<file path="config.mk">
export PLATFORM = sky130hd
export DESIGN_NAME = adc_spi_responder
export DESIGN_NICKNAME = d
export VERILOG_FILES = /design/src/rtl/adc_spi_pkg.sv /design/src/rtl/spi_shift_out.sv /design/src/rtl/adc_spi_responder.sv
export SDC_FILE = /design/constraint.sdc
export NUM_CORES = 1
export LEC_CHECK = 0
export CAP_MARGIN = 20
export CORE_ASPECT_RATIO = 0.7
export CORE_UTILIZATION = 45
export DETAILED_ROUTE_END_ITERATION = 10
export GPL_ROUTABILITY_DRIVEN = 0
export PLACE_DENSITY = 0.66
export SLEW_MARGIN = 40
export SYNTH_ARGS = -nofsm -noshare
export SYNTH_HDL_FRONTEND = slang
export SYNTH_HIERARCHICAL = 1
export SYNTH_SLANG_ARGS = --single-unit
</file>
<file path="constraint.sdc">
create_clock -name sck -period 3.5 [get_ports sck]
set_input_delay 0.7 -clock sck [delete_from_list [all_inputs] [get_ports sck]]
set_output_delay 0.7 -clock sck [all_outputs]
set_load 0.02 [all_outputs]
</file>
<file path="src/rtl/adc_spi_pkg.sv">
// Shared types and constants for the ADC SPI responder:
// FSM state encoding, default result width and command field order.
package adc_spi_pkg;

    typedef enum logic [2:0] {
        IDLE,
        CMD,
        NULL,
        DATA,
        DONE
    } state_t;

    localparam int unsigned ADC_DATA_BITS = 12;

    // Position of each field within the command, counted from the start bit.
    localparam int unsigned FIELD_START = 0;
    localparam int unsigned FIELD_SGL   = 1;
    localparam int unsigned FIELD_ODD   = 2;
    localparam int unsigned FIELD_MSBF  = 3;

endpackage

</file>
<file path="src/rtl/spi_shift_out.sv">
// Load/shift register driving the registered serial output.
// A load emits the null bit; each shift emits the next bit in the latched order.
module spi_shift_out #(
    parameter int unsigned WIDTH = 12
) (
    input  logic             clk,
    input  logic             reset,
    input  logic             load,
    input  logic             shift,
    input  logic             clear,
    input  logic             msbf,
    input  logic [WIDTH-1:0] load_data,
    output logic             sdo
);

    logic [WIDTH-1:0] shreg;
    logic             msbf_r;

    always_ff @(posedge clk or posedge reset) begin
        if (reset) begin
            shreg  <= '0;
            msbf_r <= 1'b0;
            sdo    <= 1'b0;
        end else if (load) begin
            shreg  <= load_data;
            msbf_r <= msbf;
            sdo    <= 1'b0;
        end else if (shift) begin
            if (msbf_r) begin
                sdo   <= shreg[WIDTH-1];
                shreg <= {shreg[WIDTH-2:0], 1'b0};
            end else begin
                sdo   <= shreg[0];
                shreg <= {1'b0, shreg[WIDTH-1:1]};
            end
        end else if (clear) begin
            sdo <= 1'b0;
        end
    end

endmodule

</file>
<file path="src/rtl/adc_spi_responder.sv">
// Device end of the two-channel ADC SPI link: decodes start/sgl/odd/msbf,
// snapshots the selected (or clamped differential) sample and shifts it out.
module adc_spi_responder
    import adc_spi_pkg::*;
#(
    parameter int unsigned DATA_BITS = ADC_DATA_BITS
) (
    input  logic                 sck,
    input  logic                 reset,
    input  logic                 chip_en,
    input  logic                 sdi,
    input  logic [DATA_BITS-1:0] sample0,
    input  logic [DATA_BITS-1:0] sample1,
    output logic                 sdo,
    output logic                 busy,
    output logic                 cmd_sgl,
    output logic                 cmd_odd,
    output logic                 frame_done,
    output logic                 frame_error
);

    localparam int unsigned CW = ($clog2(DATA_BITS + 1) < 2) ? 2 : $clog2(DATA_BITS + 1);

    state_t         state, state_n;
    logic [CW-1:0]  cnt, cnt_n;
    logic [CW-1:0]  field;
    logic           sgl_t, sgl_n, odd_t, odd_n;
    logic           cmd_sgl_n, cmd_odd_n, done_n, err_n;
    logic           load, shift, clear;
    logic [DATA_BITS:0]   diff;
    logic [DATA_BITS-1:0] result;

    assign field = cnt + CW'(FIELD_SGL);
    assign busy  = (state != IDLE);

    // Pseudo-differential result is formed one bit wider so a borrow marks "negative".
    always_comb begin
        diff = '0;
        if (sgl_t) begin
            result = odd_t ? sample1 : sample0;
        end else begin
            diff   = odd_t ? ({1'b0, sample1} - {1'b0, sample0})
                           : ({1'b0, sample0} - {1'b0, sample1});
            result = diff[DATA_BITS] ? '0 : diff[DATA_BITS-1:0];
        end
    end

    always_ff @(posedge sck or posedge reset) begin
        if (reset) begin
            state       <= IDLE;
            cnt         <= '0;
            sgl_t       <= 1'b0;
            odd_t       <= 1'b0;
            cmd_sgl     <= 1'b0;
            cmd_odd     <= 1'b0;
            frame_done  <= 1'b0;
            frame_error <= 1'b0;
        end else begin
            state       <= state_n;
            cnt         <= cnt_n;
            sgl_t       <= sgl_n;
            odd_t       <= odd_n;
            cmd_sgl     <= cmd_sgl_n;
            cmd_odd     <= cmd_odd_n;
            frame_done  <= done_n;
            frame_error <= err_n;
        end
    end

    always_comb begin
        state_n   = state;
        cnt_n     = cnt;
        sgl_n     = sgl_t;
        odd_n     = odd_t;
        cmd_sgl_n = cmd_sgl;
        cmd_odd_n = cmd_odd;
        done_n    = 1'b0;
        err_n     = 1'b0;
        load      = 1'b0;
        shift     = 1'b0;
        clear     = 1'b0;
        case (state)
            IDLE: begin
                if (!chip_en && sdi) begin
                    state_n = CMD;
                    cnt_n   = '0;
                end
            end
            CMD: begin
                if (chip_en) begin
                    state_n = IDLE;
                    cnt_n   = '0;
                    clear   = 1'b1;
                    err_n   = 1'b1;
                end else if (field == CW'(FIELD_MSBF)) begin
                    load      = 1'b1;
                    cmd_sgl_n = sgl_t;
                    cmd_odd_n = odd_t;
                    cnt_n     = '0;
                    state_n   = NULL;
                end else begin
                    if (field == CW'(FIELD_SGL)) sgl_n = sdi;
                    if (field == CW'(FIELD_ODD)) odd_n = sdi;
                    cnt_n = cnt + CW'(1);
                end
            end
            NULL: begin
                if (chip_en) begin
                    state_n = IDLE;
                    cnt_n   = '0;
                    clear   = 1'b1;
                    err_n   = 1'b1;
                end else begin
                    shift   = 1'b1;
                    cnt_n   = CW'(1);
                    state_n = DATA;
                end
            end
            DATA: begin
                // Completion is checked before chip_en so a deselect on the final edge is not an error.
                if (cnt == CW'(DATA_BITS)) begin
                    state_n = DONE;
                    cnt_n   = '0;
                    clear   = 1'b1;
                    done_n  = 1'b1;
                end else if (chip_en) begin
                    state_n = IDLE;
                    cnt_n   = '0;
                    clear   = 1'b1;
                    err_n   = 1'b1;
                end else begin
                    shift = 1'b1;
                    cnt_n = cnt + CW'(1);
                end
            end
            DONE: begin
                if (chip_en) state_n = IDLE;
            end
            default: begin
                state_n = IDLE;
                cnt_n   = '0;
                clear   = 1'b1;
            end
        endcase
    end

    spi_shift_out #(
        .WIDTH(DATA_BITS)
    ) u_shift (
        .clk       (sck),
        .reset     (reset),
        .load      (load),
        .shift     (shift),
        .clear     (clear),
        .msbf      (sdi),
        .load_data (result),
        .sdo       (sdo)
    );

endmodule

</file>
# Word level (Yosys, flattened, before mapping)
# Cells that the tools add are included.
# word_totals
register_bits	27
latch_bits	0
mem_bits_rw	0
rom_bits	0
inputBits	28
out_inout_bits	6
elab_cells	78
memories	0
# classes
addsub	3
n_mul	0
n_div	0
n_lt_le_gt_ge	0
n_eq_ne	10
shift	0
n_mux	38
n_bitwise	3
n_reduce_logical	13
# ops
operator	count
2-to-1 mux 12 bit	6
subtractor 12 x 12 -> 13 bit	2
2-to-1 mux 4 bit	5
case mux 4 bit (5 select lines)	1
2-to-1 mux 1 bit	15
2-to-1 mux 3 bit	5
case mux 3 bit (5 select lines)	1
2-to-1 mux 13 bit	1
equality test 4 x 2 -> 1 bit, second input constant	2
AND reduction 4 bit	2
equality test 3 x 2 -> 1 bit, second input constant	2
nonzero test 3 bit	2
adder 4 x 1 -> 4 bit, second input constant	1
equality test 4 x 1 -> 1 bit, second input constant	1
equality test 4 bit, second input constant	1
case mux 1 bit (2 select lines)	2
AND reduction 2 bit	2
OR reduction 2 bit	2
equality test 3 x 1 -> 1 bit, second input constant	1
equality test 3 bit, second input constant	1
zero test 3 bit	1
!= test 3 bit, second input constant	1
inverter 1 bit	3
case mux 1 bit (3 select lines)	1
6 further kinds	6

# Logic depth before layout (Yosys ltp)
# Gate-level depths: netlist (run 1).
# logic_depth
word_depth	6
mapped_depth	11
depth_no_buf	11

# Cells and area by module
# The synthesis (run 1) kept the hierarchy.
# modules_own_cells
module	n_inst	cells_each	area_per_inst_um2	seq_area_each_um2
adc_spi_responder	1	284	2189.6	325.3
spi_shift_out	1	76	787.0	350.3

# Worst setup path after synthesis (run 1)
# Ideal clock, no wire load.
# synth_path
kind	input to register
from	in sample0[3]
to	reg u_shift.shreg[10]
setup_ps	118
arrival_ps	2363
required_time_ps	3382
slack_ps	1019
cell_stages	10
n_path_buf	1
path_cell_list	inv_1 ha_1 buf_6 nand4_1 nor2_1 a2111oi_1 o22ai_1 xor2_1 o211a_1 a21o_1
# synth_via
elab_chain_cells	5
word_cells_on_any_way	6
classes_between	add/sub: 2; mux: 4
# synth_lines
item	line	source
from (decl)	adc_spi_responder.sv:12	input logic [DATA_BITS-1:0] sample0,
subtractor 12 x 12 -> 13 bit (on tied branches)	adc_spi_responder.sv:43, adc_spi_responder.sv:42	
2-to-1 mux 13 bit *	adc_spi_responder.sv:42	diff = odd_t ? ({1'b0, sample1} - {1'b0, sample0})
2-to-1 mux 12 bit *	adc_spi_responder.sv:44	result = diff[DATA_BITS] ? '0 : diff[DATA_BITS-1:0];
2-to-1 mux 12 bit *	adc_spi_responder.sv:39	if (sgl_t) begin
named net result[10]	adc_spi_responder.sv:31	logic [DATA_BITS-1:0] result;
2-to-1 mux 12 bit *	spi_shift_out.sv:24	end else if (load) begin
to (signal assigned)	spi_shift_out.sv:25	shreg <= load_data;
to (signal assigned)	spi_shift_out.sv:31	shreg <= {shreg[WIDTH-2:0], 1'b0};
to (signal assigned)	spi_shift_out.sv:34	shreg <= {1'b0, shreg[WIDTH-1:1]};
to (decl)	spi_shift_out.sv:16	logic [WIDTH-1:0] shreg;
# Mark *: on every way through the listed nets, which the timed path passes. The rest lies on a longest branch.
# A chain may end at the register's enable or synchronous reset.

# Worst setup path in the final report (run 1)
# Ends and elaborated chain as after synthesis.

==> flow_summary.yaml, run 1 <==
power_and_ir_drop:
  vdd_drop_max_mv: 0.2375
  p_clk_share_pct: 11.3
  p_sw_share_pct: 43.83
  power.switching_mw: 0.6999
  powerDensity_nw_per_um2: 479.0
  cellInternalPower_mw: 0.8969
  comb_power_share_pct: 57.2
  seq_power_share_pct: 31.5
  power_leakage_nw: 1.521
layout:
  stdcell_count: 456
  multi_input_area_um2: 2023
  syn_to_final_growth_pct: 11.98
  n_antenna_cell: 0
  nFillCells: 605
  seqCellArea_um2: 675.6
  final_nets: 438
  drive_above_1_share_pct: 6.614
synth:
  synth_fa_ha_area_share_pct: 13.54
  synth_compound_area_share_pct: 28.84
  yosysTopAreaCell: "dfrtp_1"
  ys_top_cells_by_area: "dfrtp_1, ha_1, mux2i_1"
  syn_nets: 419
  synth-async-reset-ratio_pct: 100.0
  synth_xor_area_share_pct: 2.648
  synth_enable_flop_cells: 0
  syn-cell-area_um2: 2977
  synth_top_area_share_pct: 22.70
  syn_inst: 360
  seq_area_frac_synth_pct: 22.70
  synth_mux_area_share_pct: 7.272
  avgSynthCellArea_um2: 8.268
  yosysWarnings: 6
  synth_common_cells: "inv_1, ha_1, nand2_1"
  synth_top_flop_cell: "dfrtp_1"
  yosysMostFrequentCell: "inv_1"
  synth_top_family_by_area: "compound AO/OA/AOI/OAI gates"
  yosys.area_share.simple_pct: 15.55
  synth_seq_cells: 27
  synth.distinct_cells: 59
cts:
  clk_pin_slew_ns: 0.09
  cts_buffers: 3
  root_buffer: "clkbuf_8"
  clock-sinks: 27
  post_cts_buffers: 0
  cts_buffer_depth: 2
  post_cts_resized: 0
  clock_latency_ns: 0.27
  cts-htree-levels: 1
  hold_buffers: 0
  cts_tree: "done"
timing:
  setup_viol: 0
  finalCriticalPeriod_ns: 2.989
  worst_slew_pin_slew_ns: 0.6469
  hold_viol: 0
  max_freq_mhz: 334.5
  finalCritPeriodShare_pct: 85.41
  drv_slew: 0
  final.setup.worst_slack_ns: 0.5106
  rsz0062_at_grt: "no"
  skew_ns: 0.003929
  slew_headroom_pct: 56.87
  setup_tns_ns: 0
run:
  cap_violations: 0
critical_path:
  cp-end-kind: "flip-flop"
  arrival_ns: 3.16
  path_max_fanout: 11
  path_class: "in -> reg"
  start_kind: "input port"
  required_ns: 3.67
global_routing:
  grt_pass1_vias: 2404
  grt_antenna_before_repair: 0
  grt_max_degree: 44
  overflow: 0
  grt_pass1_wl_um: 11940
  grt_usage_pct: 21.19
place:
  dp_hpwl_um: 5498
  post-place-cells: 452
  portBuffers: 33
  pre_cts_slack_ns: 0.2552
detailed_routing:
  drtIter0Drc: 179
  ant_nets: 0
  drc_errors: 0
  wire_per_inst_um: 15.33
  num_vias: 2680
  routed_wl_um: 6989
  viasPerCell: 5.877
  first_pass_iters: 5
floorplanning:
  ios: 34
  start_util_pct: 47.20
  row_count: 24
  die_area_um2: 6949
  fp.dieH_um: 70.05
  core_area_um2: 6306
  die_x_um: 99.21
run_status:
  outcome: "complete, no violations"
hold_path:
  worstHoldPathType: "reg -> reg"
[placed cells by master (no fill, tap or decap), types with 9 or more instances in the layout]
master           synthesis  final
inv_1                   35     35
clkdlybuf4s50_1          0     33
nand2_1                 29     29
ha_1                    29     29
dfrtp_1                 27     27
nor2_1                  26     26
o21ai_0                 26     26
a21oi_1                 22     21
a211oi_1                18     18
mux2i_1                 16     16
nand3_1                 11     11
a21o_1                  11     11
a22o_1                   9      9
[through the flow]
step           hold WS [ns]  power (mW)  util [%]  area [um^2]
2_1_floorplan        0.4749       1.203         -         2977
3_3_place_gp         0.4818       1.398     52.14         3288
3_5_place_dp         0.4891       1.413     52.14         3288
4_1_cts              0.5239       1.595     52.86         3333
5_1_grt              0.5449       1.722     52.86         3333
6_report             0.5237       1.597     52.86         3333
[kinds of logic (layout without fill, tap and decap cells)]
kind of cell	after synthesis	in the layout
fa+ha+maj	31	31
xor+xnor	9	9
flops	27	27
compound gates	120	120
mux	21	21
buf+inv	58	76
simple gates	94	94
[power groups by stage]
stage / logic, mW / clock network [mW] / registers [mW]
after floorplan: 0.753 / 0 / 0.450
after global placement: 0.893 / 0 / 0.505
after detailed placement: 0.904 / 0 / 0.508
after CTS: 0.910 / 0.183 / 0.502
after global routing: 1.01 / 0.195 / 0.520
final: 0.914 / 0.180 / 0.503
[registers in the layout, summed over array words and instances (netlist names)]
signal          flops
state               3
cmd_odd             1
odd_t               1
frame_done          1
u_shift/shreg      12
cmd_sgl             1
u_shift/sdo         1
u_shift/msbf_r      1
frame_error         1
sgl_t               1
cnt                 4
[final cells by class]
class | instances | share of cell area (%)
multi-input cells | 275 | 60.70
flip-flops and latches | 27 | 20.27
repair buffers | 37 | 10.81
inverters | 35 | 3.941
well taps | 78 | 2.928
clock buffers | 4 | 1.351
[critical path, stage by stage]
cell and delay [ns]:
clkdlybuf4s50_1 0.50, inv_1 0.06, ha_1 0.47, a211oi_2 0.34
a21oi_1 0.09, a311oi_2 0.32, o22ai_1 0.14, xor2_1 0.16
o211a_1 0.21, a21o_1 0.17
[path summary, 6_finish.rpt]
path                                            endpoint           startpoint  slack (ns)  cells past startpoint
max                        u_shift/shreg[10]$_DFFE_PP0P_           sample0[3]        0.51                     10
min                                  cmd_sgl$_DFFE_PP0P_  cmd_sgl$_DFFE_PP0P_        0.52                      1
max reg2reg                 u_shift/shreg[3]$_DFFE_PP0P_   cnt[0]$_DFFE_PP0P_        1.16                      9
min reg2reg                          cmd_sgl$_DFFE_PP0P_  cmd_sgl$_DFFE_PP0P_        0.52                      1
max in group asynchronous   u_shift/shreg[8]$_DFFE_PP0P_                reset        2.34                      2
min in group asynchronous           state[2]$_DFFE_PP0P_                reset        0.77                      2
[layer usage]
metal	part of all wire [%]	GRT usage, %	up-vias
li1	-	-	1329
met3	6.8	3.403	6
met5	0	0	-
met1	53	33.92	1257
met2	40	29.94	88
met4	0.72	2.941	0
Power figures use the tool's default switching activity.
==> run 2, diff against run 1 <==
Settings changed: SLEW_MARGIN 40 to 20.
==> results of run 2 <==
Same layout as run 1: the final DEF is identical, and so are final timing and power.
==> run 3, diff against run 2 <==
Settings changed: CTS_BUF_LIST set to sky130_fd_sc_hd__clkbuf_8 sky130_fd_sc_hd__clkbuf_16.
==> flow_summary.yaml, run 3 (synthesized netlist as in run 1, its figures left out) <==
place:
  portBuffers: 33
  dp_hpwl_um: 5498
  pre_cts_slack_ns: 0.2552
layout:
  layout_common_cells: "inv_1, clkdlybuf4s50_1, nand2_1, ha_1, dfrtp_1"
  syn_to_final_growth_pct: 11.98
  mostFrequentLayoutCell: "inv_1"
  largest-register: "u_shift/shreg"
  n_antenna_cell: 0
  final_nets: 438
  final_util_pct: 52.86
  reg_top3: "u_shift/shreg x12, cnt x4, state x3"
  largest_reg_flops: 12
  drive_above_1_share_pct: 6.614
  nFillCells: 605
cts:
  post_cts_buffers: 0
  cts_buffers: 3
  clock_latency_ns: 0.27
  clk_pin_slew_ns: 0.09
  hold_buffers: 0
  clock-sinks: 27
  post_cts_resized: 0
  cts_buffer_depth: 2
  cts-htree-levels: 1
  cts_tree: "done"
  root_buffer: "clkbuf_8"
timing:
  drv_slew: 0
  max_freq_mhz: 334.6
  rsz0062_at_grt: "no"
  worst_slew_pin_slew_ns: 0.6469
  final.setup.worst_slack_ns: 0.5110
  hold_viol: 0
  setup_tns_ns: 0
  finalCritPeriodShare_pct: 85.40
  skew_ns: 0.003166
  finalCriticalPeriod_ns: 2.989
  slew_headroom_pct: 56.87
  setup_viol: 0
power_and_ir_drop:
  powerDensity_nw_per_um2: 477.7
  p_total_mw: 1.592
  vdd_drop_max_mv: 0.2375
  power_leakage_nw: 1.525
run:
  cap_violations: 0
critical_path:
  required_ns: 3.67
  path_class: "in -> reg"
  path_max_fanout: 11
  start_kind: "input port"
  rr_worst_depth: 9
  reg2reg_to: "u_shift/shreg[3]$_DFFE_PP0P_"
  reg2reg_from: "cnt[0]$_DFFE_PP0P_"
  cp-end-kind: "flip-flop"
  worstSetupStartpoint: "sample0[3]"
  arrival_ns: 3.16
  ff2ff_setup_slack_ns: 1.16
floorplanning:
  die_x_um: 99.21
  core_area_um2: 6306
  fp.dieH_um: 70.05
  ios: 34
  start_util_pct: 47.20
  die_area_um2: 6949
  row_count: 24
global_routing:
  met3_usage_pct: 3.403
  grt_usage_pct: 21.19
  top_usage_layer: "met1"
  grt_pass1_wl_um: 11940
  grt_util_met2_pct: 29.94
  grt_max_degree: 44
  overflow: 0
  grt.met1_usage_pct: 33.92
  grt_antenna_before_repair: 0
  grt_pass1_vias: 2404
detailed_routing:
  drtIter0Drc: 179
  wire_per_inst_um: 15.32
  routed_wl_um: 6987
  viasPerCell: 5.862
  num_vias: 2673
  ant_nets: 0
  first_pass_iters: 5
  drc_errors: 0
run_status:
  outcome: "complete, no violations"
hold_path:
  worstHoldPathType: "reg -> reg"
  whs_endpoint: "cmd_sgl$_DFFE_PP0P_"
  min_path_cells: 1
  hp-start: "cmd_sgl$_DFFE_PP0P_"
-- run 3: layout make-up --
cell class,instances,area [um^2],area share (%)
clock buffer,3,41.29,1.239
inverter,35,131.4,3.941
multi-input combinational,275,2023,60.70
sequential,27,675.6,20.27
tap,78,97.59,2.928
clock inverter,1,3.754,0.1126
timing repair buffer,37,360.3,10.81
-- run 3: where the power goes --
| group | switching, mW | internal [mW] | total [mW] |
|---|---|---|---|
| Combinational | 0.490 | 0.423 | 0.913 |
| Clock | 0.0974 | 0.0788 | 0.176 |
| Sequential | 0.111 | 0.392 | 0.503 |
| Total | 0.698 | 0.894 | 1.59 |
-- run 3: stage by stage --
stage	hold slack [ns]	instances	area, um^2
2_1_floorplan	0.4749	360	2977
3_3_place_gp	0.4818	452	3288
3_5_place_dp	0.4891	452	3288
4_1_cts	0.5239	456	3333
5_1_grt	0.5449	456	3333
6_report	0.5237	456	3333
-- run 3: worst max path at each step --
| stage | endpoint | slack, ns | depth (start not counted) |
|---|---|---|---|
| after detailed placement | u_shift/shreg[11]$_DFFE_PP0P_ | 0.26 | 11 |
| after floorplan | u_shift/shreg[10]$_DFFE_PP0P_ | 1.02 | 10 |
| after CTS | u_shift/shreg[10]$_DFFE_PP0P_ | 0.54 | 10 |
| after global routing | u_shift/shreg[11]$_DFFE_PP0P_ | 0.34 | 11 |
| final | u_shift/shreg[10]$_DFFE_PP0P_ | 0.51 | 10 |
| after global placement | u_shift/shreg[6]$_DFFE_PP0P_ | 0.27 | 10 |
-- run 3: routing by layer --
layer  wire [um]  vias up
met1        3689     1250
li1            -     1329
met2        2778       88
met4          50        0
met3         469        6
met5           0        -
-- run 3: critical path, stage by stage --
cell and delay (ns):
clkdlybuf4s50_1 0.50, inv_1 0.06, ha_1 0.47, a211oi_2 0.34
a21oi_1 0.09, a311oi_2 0.32, o22ai_1 0.14, xor2_1 0.16
o211a_1 0.21, a21o_1 0.17
